[src/rtl/qstream_pkg.sv]
// Shared types and default framing constants for the Q-stream deframer.
package qstream_pkg;

  typedef enum logic [1:0] {HUNT, DATA, SYNC} qs_state_t;

  localparam int                   QS_SYNC_W   = 4;
  localparam logic [QS_SYNC_W-1:0] QS_SYNC_PAT = 4'b1011;
  localparam int                   QS_DATA_W   = 8;
  localparam int                   QS_MAX_MISS = 2;

endpackage

[src/rtl/qstream_shreg.sv]
// Enable-gated MSB-first shift register with synchronous active-low clear.
// Only W-1 history bits are stored; win_o is the window that includes this cycle's incoming bit.
module qstream_shreg #(
  parameter int W = 4
) (
  input  logic         clk_i,
  input  logic         rst_ni,
  input  logic         en_i,
  input  logic         d_i,
  output logic [W-1:0] win_o
);

  logic [W-2:0] hist_q;

  assign win_o = {hist_q, d_i};

  always_ff @(posedge clk_i) begin
    if (!rst_ni) begin
      hist_q <= '0;
    end else if (en_i) begin
      hist_q <= win_o[W-2:0];
    end
  end

endmodule

[src/rtl/qstream_deframer.sv]
// Serial deframer for topmod's Q stream: hunts for the sync pattern, then
// alternates data-word and sync-field collection with a miss-tolerant flywheel.
module qstream_deframer
  import qstream_pkg::*;
#(
  parameter int                SYNC_W   = QS_SYNC_W,
  parameter logic [SYNC_W-1:0] SYNC_PAT = QS_SYNC_PAT,
  parameter int                DATA_W   = QS_DATA_W,
  parameter int                MAX_MISS = QS_MAX_MISS
) (
  input  logic              clk,
  input  logic              rst,
  input  logic              q_in,
  input  logic              q_en,
  output logic [DATA_W-1:0] data_out,
  output logic              data_valid,
  output logic              locked,
  output logic [7:0]        frame_cnt,
  output logic              sync_err
);

  localparam int CNT_W  = $clog2(((DATA_W > SYNC_W) ? DATA_W : SYNC_W) + 1);
  localparam int FILL_W = $clog2(SYNC_W + 1);
  localparam int MISS_W = $clog2(MAX_MISS + 1);

  localparam logic [CNT_W-1:0]  DATA_LAST  = CNT_W'(DATA_W - 1);
  localparam logic [CNT_W-1:0]  SYNC_LAST  = CNT_W'(SYNC_W - 1);
  localparam logic [FILL_W-1:0] FILL_FULL  = FILL_W'(SYNC_W);
  localparam logic [MISS_W-1:0] MISS_LIMIT = MISS_W'(MAX_MISS);

  qs_state_t         state_q;
  logic [CNT_W-1:0]  bit_cnt_q;
  logic [FILL_W-1:0] fill_q, fill_d;
  logic [MISS_W-1:0] miss_q, miss_d;
  logic [DATA_W-1:0] data_out_q;
  logic [7:0]        frame_cnt_q;
  logic              data_valid_q, locked_q, sync_err_q;

  logic              sync_en, data_en;
  logic [SYNC_W-1:0] sync_win;
  logic [DATA_W-1:0] data_win;

  assign sync_en = q_en && (state_q != DATA);
  assign data_en = q_en && (state_q == DATA);
  assign fill_d  = (fill_q == FILL_FULL) ? fill_q : fill_q + FILL_W'(1);
  assign miss_d  = miss_q + MISS_W'(1);

  // One window serves both hunting and in-lock sync checks; they never overlap in time.
  qstream_shreg #(.W(SYNC_W)) u_sync_sh (
    .clk_i (clk),
    .rst_ni(rst),
    .en_i  (sync_en),
    .d_i   (q_in),
    .win_o (sync_win)
  );

  qstream_shreg #(.W(DATA_W)) u_data_sh (
    .clk_i (clk),
    .rst_ni(rst),
    .en_i  (data_en),
    .d_i   (q_in),
    .win_o (data_win)
  );

  always_ff @(posedge clk) begin
    if (!rst) begin
      state_q      <= HUNT;
      bit_cnt_q    <= '0;
      fill_q       <= '0;
      miss_q       <= '0;
      data_out_q   <= '0;
      frame_cnt_q  <= '0;
      data_valid_q <= 1'b0;
      locked_q     <= 1'b0;
      sync_err_q   <= 1'b0;
    end else begin
      data_valid_q <= 1'b0;
      sync_err_q   <= 1'b0;
      if (q_en) begin
        case (state_q)
          HUNT: begin
            fill_q <= fill_d;
            if (sync_win == SYNC_PAT && fill_d == FILL_FULL) begin
              state_q   <= DATA;
              bit_cnt_q <= '0;
              miss_q    <= '0;
              locked_q  <= 1'b1;
            end
          end
          DATA: begin
            if (bit_cnt_q == DATA_LAST) begin
              data_out_q   <= data_win;
              data_valid_q <= 1'b1;
              frame_cnt_q  <= frame_cnt_q + 8'd1;
              state_q      <= SYNC;
              bit_cnt_q    <= '0;
            end else begin
              bit_cnt_q <= bit_cnt_q + CNT_W'(1);
            end
          end
          SYNC: begin
            if (bit_cnt_q == SYNC_LAST) begin
              bit_cnt_q <= '0;
              if (sync_win == SYNC_PAT) begin
                miss_q  <= '0;
                state_q <= DATA;
              end else if (miss_d < MISS_LIMIT) begin
                miss_q  <= miss_d;
                state_q <= DATA;
              end else begin
                sync_err_q <= 1'b1;
                locked_q   <= 1'b0;
                state_q    <= HUNT;
                fill_q     <= '0;
                miss_q     <= '0;
              end
            end else begin
              bit_cnt_q <= bit_cnt_q + CNT_W'(1);
            end
          end
          default: state_q <= HUNT;
        endcase
      end
    end
  end

  assign data_out   = data_out_q;
  assign data_valid = data_valid_q;
  assign locked     = locked_q;
  assign frame_cnt  = frame_cnt_q;
  assign sync_err   = sync_err_q;

endmodule

[config.mk]
export PLATFORM = sky130hd
export DESIGN_NAME = qstream_deframer
export DESIGN_NICKNAME = d
export VERILOG_FILES = /design/src/rtl/qstream_pkg.sv /design/src/rtl/qstream_shreg.sv /design/src/rtl/qstream_deframer.sv
export SDC_FILE = /design/constraint.sdc
export NUM_CORES = 1
export LEC_CHECK = 0
export ABC_AREA = 0
export CORE_UTILIZATION = 54
export DETAILED_ROUTE_END_ITERATION = 10
export GPL_ROUTABILITY_DRIVEN = 0
export PLACE_DENSITY = 0.78
export SLEW_MARGIN = 20
export SYNTH_ARGS = -nofsm -noshare
export SYNTH_HDL_FRONTEND = slang
export SYNTH_SLANG_ARGS = --single-unit
[constraint.sdc]
create_clock -name clk -period 3 [get_ports clk]
set_input_delay 0.6 -clock clk [delete_from_list [all_inputs] [get_ports clk]]
set_output_delay 0.6 -clock clk [all_outputs]
set_load 0.02 [all_outputs]
==> metrics.cfg, run 1 <==
[status]
status=complete, no violations

[synthesis]
synth_edf_count=0
yosys_register_bits=39
post_synth.cell_area_avg_um2=9.42
syn_nets=210
synthCells=198
synth.top_cell.area_share_pct=41.9
synth_top_flop_cell=dfxtp_1
yosysUniqueCellTypes=46
netlist_top_cells_area=dfxtp_1 (42%), mux2i_1 (7.5%), ha_1 (5.4%)
syn_area_mm2=0.00186
synth.most_common_cell=dfxtp_1
synth.yosys.seq_area_share_pct=41.9
synth_commonest_cells=dfxtp_1 (39), nand2_1 (23), nor2b_1 (16)
async_flop_share_pct=0
synth_top_area_cell=dfxtp_1
yosysWarnings=0

[clock_tree]
cts_made_buffers=5
ctsHoldBuffers=0
clk_latency_ns=0.34
post_cts_resized=0
cts_tree=built
ctsHtreeMaxLevel=2
clk_path_buf_depth=2
path_clk_slew_ns=0.11
root_buffer=clkbuf_4
cts_setup_buffers=0
cts.sinks=39

[setup_path]
max_stage_delay_ns=0.53
worst_setup_path_end_kind=flip-flop
path_buf_inv=1
cp_num_cells=7
slowest_stage=or4_1
crit_end=bit_cnt_q[3]
r2r-start=fill_q[0]
reg2regPathDepth=7
cp.required_ns=3.28
cp_cell_sequence=inv_1 > ha_1 > or3b_1 > a31o_1 > o41a_1 > or4_1 > a21boi_1
cp_top_family=simple AND/OR/NAND/NOR gates
arrival_ns=2.88
cp-startpoint=fill_q[0]
rr_endpoint=bit_cnt_q[3]
worst-path-max-fanout=8
reg2reg_setup_slack_ns=0.40
worstSetupPathType=reg -> reg
worstSetupStartpointType=flip-flop

[floorplanning]
dieHeight_um=60.8
dieArea_mm2=0.00369
num_rows=20
core_mm2=0.00315
ios=23
die_w_um=60.8
initial_core_util_pct=59.1

[power_and_ir_drop]
power_density_mw_per_mm2=382
intPower_uw=651
switching_power_uw=187
seqPwrFrac_pct=62.6
leakage_uw=0.000743
pwr-share-clk_pct=32.1
p_total_uw=838
combinationalPowerShare_pct=5.3
switching_share_pct=22.3
ir_drop_uv=284

[placement]
postPlaceCellArea_mm2=0.00214
place_hpwl_mm=2.45
place_ws_ns=0.331
portBuffers=22

[final_layout]
drive_above_1_share_pct=8.48
layout.nets=236
finalInstanceArea_mm2=0.00220
fin_util_pct=69.6
antennaDiodeCount=0
num-fill-cells=257
multi_input_area_mm2=0.00103
syn2layout_area_growth_pct=17.8
seq_area_um2=781

[routing]
vias=1491
first_iter_violations=69
avgRoutedWirePerCell_um=12.6
top_layer_used=met4
wl_met2_mm=1.60
ant_nets=0
drc=0
dr.pass1.iters=4
viasPerCell=5.56
wl_met3_um=140
totalWireLength_mm=3.37
wl_met1_mm=1.58

[sta]
rsz0062_at_grt=false
fin_crit_sh_pct=86.8
fin_crit_ns=2.60
timing.fmax_ghz=0.384
worst_pin_slew_ns=0.550
post-route-worst-setup-slack_ns=0.397
finClkSkew_ns=0.00689
setup_violations=0
slew_headroom_pct=63.2
setup_tns_ns=0
drv_slew=0
hold_viol=0

[min_path]
hold_class=reg -> reg
min-delay-start=u_data_sh.hist_q[6]

[global_route]
track_usage_pct=21.8
grt_pass1_vias=1418
grt_max_degree=27
grt_first_pass_wirelength_mm=5.93
grt_overflow=0
antenna_found_initial=0

[flow_run]
cap_violations=0

==> power by group through the flow <==
stage               combinational, uW  clock (uW)  sequential, uW
global route                     50.0         295             526
detailed placement               44.6           0             537
CTS                              44.6         275             525
global placement                 42.2           0             536
floorplan                        32.1           0             536
finish                           44.6         269             525
==> layout by cell type, fill, tap and decap left out, drive strengths merged, types with 2 or more instances in the layout <==
cell and n:
or4 2, xnor2 5, a21boi 12, xor2 2
nand4 5, inv 6, o21ai 5, nand3b 2
or3b 2, or3 2, nor3b 2, nand3 10
a21oi 4, ha 8, nor2b 16, clkdlybuf4s50 22
clkbuf 6, nand2 23, mux2i 14, and2 9
nor3 2, buf 4, dfxtp 39
==> layout make-up <==
class | count | share of cell area (%)
Multi-Input combinational cell | 146 | 47.0
Sequential cell | 39 | 35.6
Timing Repair Buffer | 26 | 11.4
Tap cell | 44 | 2.51
Clock buffer | 6 | 2.34
Inverter | 6 | 1.03
Clock inverter | 1 | 0.228
==> metal layers <==
layer | vias up | global-route usage, %
met5 | - | 0
met4 | 0 | 8.44
met3 | 4 | 7.25
met2 | 27 | 37.0
met1 | 713 | 25.3
li1 | 747 | -
==> cell families (layout without fill, tap and decap cells) <==
| logic type | count (synthesis) | count (layout) | share of synthesized area (%) |
|---|---|---|---|
| compound gates | 30 | 30 | 11.5 |
| xor+xnor | 7 | 7 | 3.29 |
| fa+ha+maj | 8 | 8 | 5.37 |
| buf+inv | 13 | 39 | 3.09 |
| flops | 39 | 39 | 41.9 |
| mux | 14 | 14 | 7.52 |
| simple gates | 87 | 87 | 27.3 |
==> through the flow <==
stage                     std cells  hold slack, ns
after floorplan                 198           0.443
after global placement          261           0.457
after detailed placement        261           0.467
after CTS                       268           0.482
after global routing            268           0.505
final                           268           0.480
==> worst reg2reg max path, cell delays in order, from the launching register on <==
cell	delay, ns
dfxtp_1	0.42
inv_1	0.09
ha_1	0.25
or3b_1	0.38
a31o_1	0.24
o41a_1	0.48
or4_1	0.53
a21boi_1	0.15
==> flip-flops by register name (all words and copies together) (netlist names) <==
register and cells:
bit_cnt_q 4, data_out 8, data_valid 1, fill_q 3, frame_cnt 8, locked 1
miss_q 1, state_q 2, sync_err 1, u_data_sh.hist_q 7, u_sync_sh.hist_q 3
==> worst min-delay path by stage <==
| stage | endpoint | slack, ns | cells after the start |
|---|---|---|---|
| 3_3_place_gp | u_data_sh.hist_q[6] | 0.46 | 2 |
| 2_1_floorplan | u_data_sh.hist_q[6] | 0.44 | 2 |
| 6_report | u_data_sh.hist_q[6] | 0.48 | 2 |
| 4_1_cts | bit_cnt_q[1] | 0.48 | 2 |
| 3_5_place_dp | bit_cnt_q[1] | 0.47 | 2 |
| 5_1_grt | bit_cnt_q[1] | 0.51 | 2 |
(Power assumes the default switching activity.)
==> inputs of run 2 (changes only) <==
SETUP_SLACK_MARGIN = 0.4   (was not set)
==> metrics.cfg, run 2 (synthesized netlist as in run 1, its figures left out) <==
[floorplanning]
initial_core_util_pct=59.1
num_rows=20
ios=23
core_mm2=0.00315
dieHeight_um=60.8
die_w_um=60.8
dieArea_mm2=0.00369

[clock_tree]
cts_tree=built
ctsHoldBuffers=0
ctsHtreeMaxLevel=2
root_buffer=clkbuf_4
cts_made_buffers=5
post_cts_resized=0
clk_latency_ns=0.34
cts.sinks=39
clk_path_buf_depth=2
cts_setup_buffers=0
path_clk_slew_ns=0.11

[global_route]
antenna_found_initial=0
grt_pass1_vias=1418
track_usage_pct=21.8
grt_overflow=0
grt_first_pass_wirelength_mm=5.93
grt_max_degree=27

[sta]
fin_crit_ns=2.47
finClkSkew_ns=0.00719
rsz0062_at_grt=false
hold_viol=0
slew_headroom_pct=62.4
worst_pin_slew_ns=0.563
setup_tns_ns=0
drv_slew=0
timing.fmax_ghz=0.404
setup_violations=0
fin_crit_sh_pct=82.5

[final_layout]
drive_above_1_share_pct=8.93
antennaDiodeCount=0
syn2layout_area_growth_pct=18.0
layout.nets=236
num-fill-cells=255
layout_commonest_cell=dfxtp_1
final_cell_mix=dfxtp_1 (38), nand2_1 (23), clkdlybuf4s50_1 (22), nor2b_1 (16), mux2i_1 (14)

[setup_path]
worstSetupPathType=reg -> reg
worst_setup_path_end_kind=flip-flop
worst-path-max-fanout=8
max_stage_delay_ns=0.53
arrival_ns=2.75
slowest_stage=or4_1
cp.required_ns=3.28
cp_cell_sequence=inv_1 > ha_1 > or3b_1 > a31o_1 > o41a_1 > or4_1 > a21boi_1
worstSetupStartpointType=flip-flop

[routing]
dr.pass1.iters=4
avgRoutedWirePerCell_um=12.6
totalWireLength_mm=3.38
viasPerCell=5.60
drc=0
vias=1500
first_iter_violations=64
ant_nets=0

[power_and_ir_drop]
leakage_uw=0.000744
ir_drop_uv=284
power_density_mw_per_mm2=381
p_total_uw=838

[status]
status=complete, no violations

[placement]
place_hpwl_mm=2.45
portBuffers=22

[flow_run]
cap_violations=0

[min_path]
hold_class=reg -> reg

run 2: cell types whose count changed in the layout (fill, tap and decap cells not counted):
cell,before,now
dfxtp_4,0,1
dfxtp_1,39,38
run 2: stage by stage:
stage | cell area, um2 | worst slack [ns] | utilization (%) | hold slack (ns) | cells
floorplan | 1860 | 0.625 | - | 0.443 | 198
global placement | 2140 | 0.388 | 67.9 | 0.457 | 261
detailed placement | 2140 | 0.331 | 67.9 | 0.467 | 261
CTS | 2200 | 0.408 | 69.6 | 0.482 | 268
global route | 2200 | 0.407 | 69.8 | 0.505 | 268
finish | 2200 | 0.526 | 69.8 | 0.479 | 268
run 2: critical path, delay by kind of cell (launching register included):
kind	cells	cell delay, ns
compound gates	3	0.81
fa+ha+maj	1	0.24
buf+inv	1	0.06
flops	1	0.39
simple gates	2	0.91
run 2: final timing paths:
check               start           end  slack (ns)  depth (start not counted)
max             fill_q[0]  bit_cnt_q[3]        0.53                          7
min          bit_cnt_q[1]  bit_cnt_q[1]        0.48                          2
max reg2reg     fill_q[0]  bit_cnt_q[3]        0.53                          7
min reg2reg  bit_cnt_q[1]  bit_cnt_q[1]        0.48                          2
run 2: layout make-up:
cell class                      count  area, um2  share of cell area (%)
Clock buffer                        6       51.3                    2.33
Clock inverter                      1       5.00                   0.228
Inverter                            6       22.5                    1.02
Multi-Input combinational cell    146       1030                    46.9
Sequential cell                    39        785                    35.7
Tap cell                           44       55.1                    2.50
Timing Repair Buffer               26        250                    11.4
run 2: metal layers:
metal / part of all wire, % / vias up / track usage, %
li1: - / 748 / -
met1: 47 / 717 / 25.3
met2: 47 / 31 / 37.0
met3: 4.5 / 4 / 7.25
met4: 1.4 / 0 / 8.44
met5: 0 / - / 0
run 2: power by group:
group | internal, uW | total, uW | switching, uW
Sequential | 521 | 525 | 3.65
Combinational | 21.6 | 44.6 | 23.0
Clock | 109 | 269 | 160
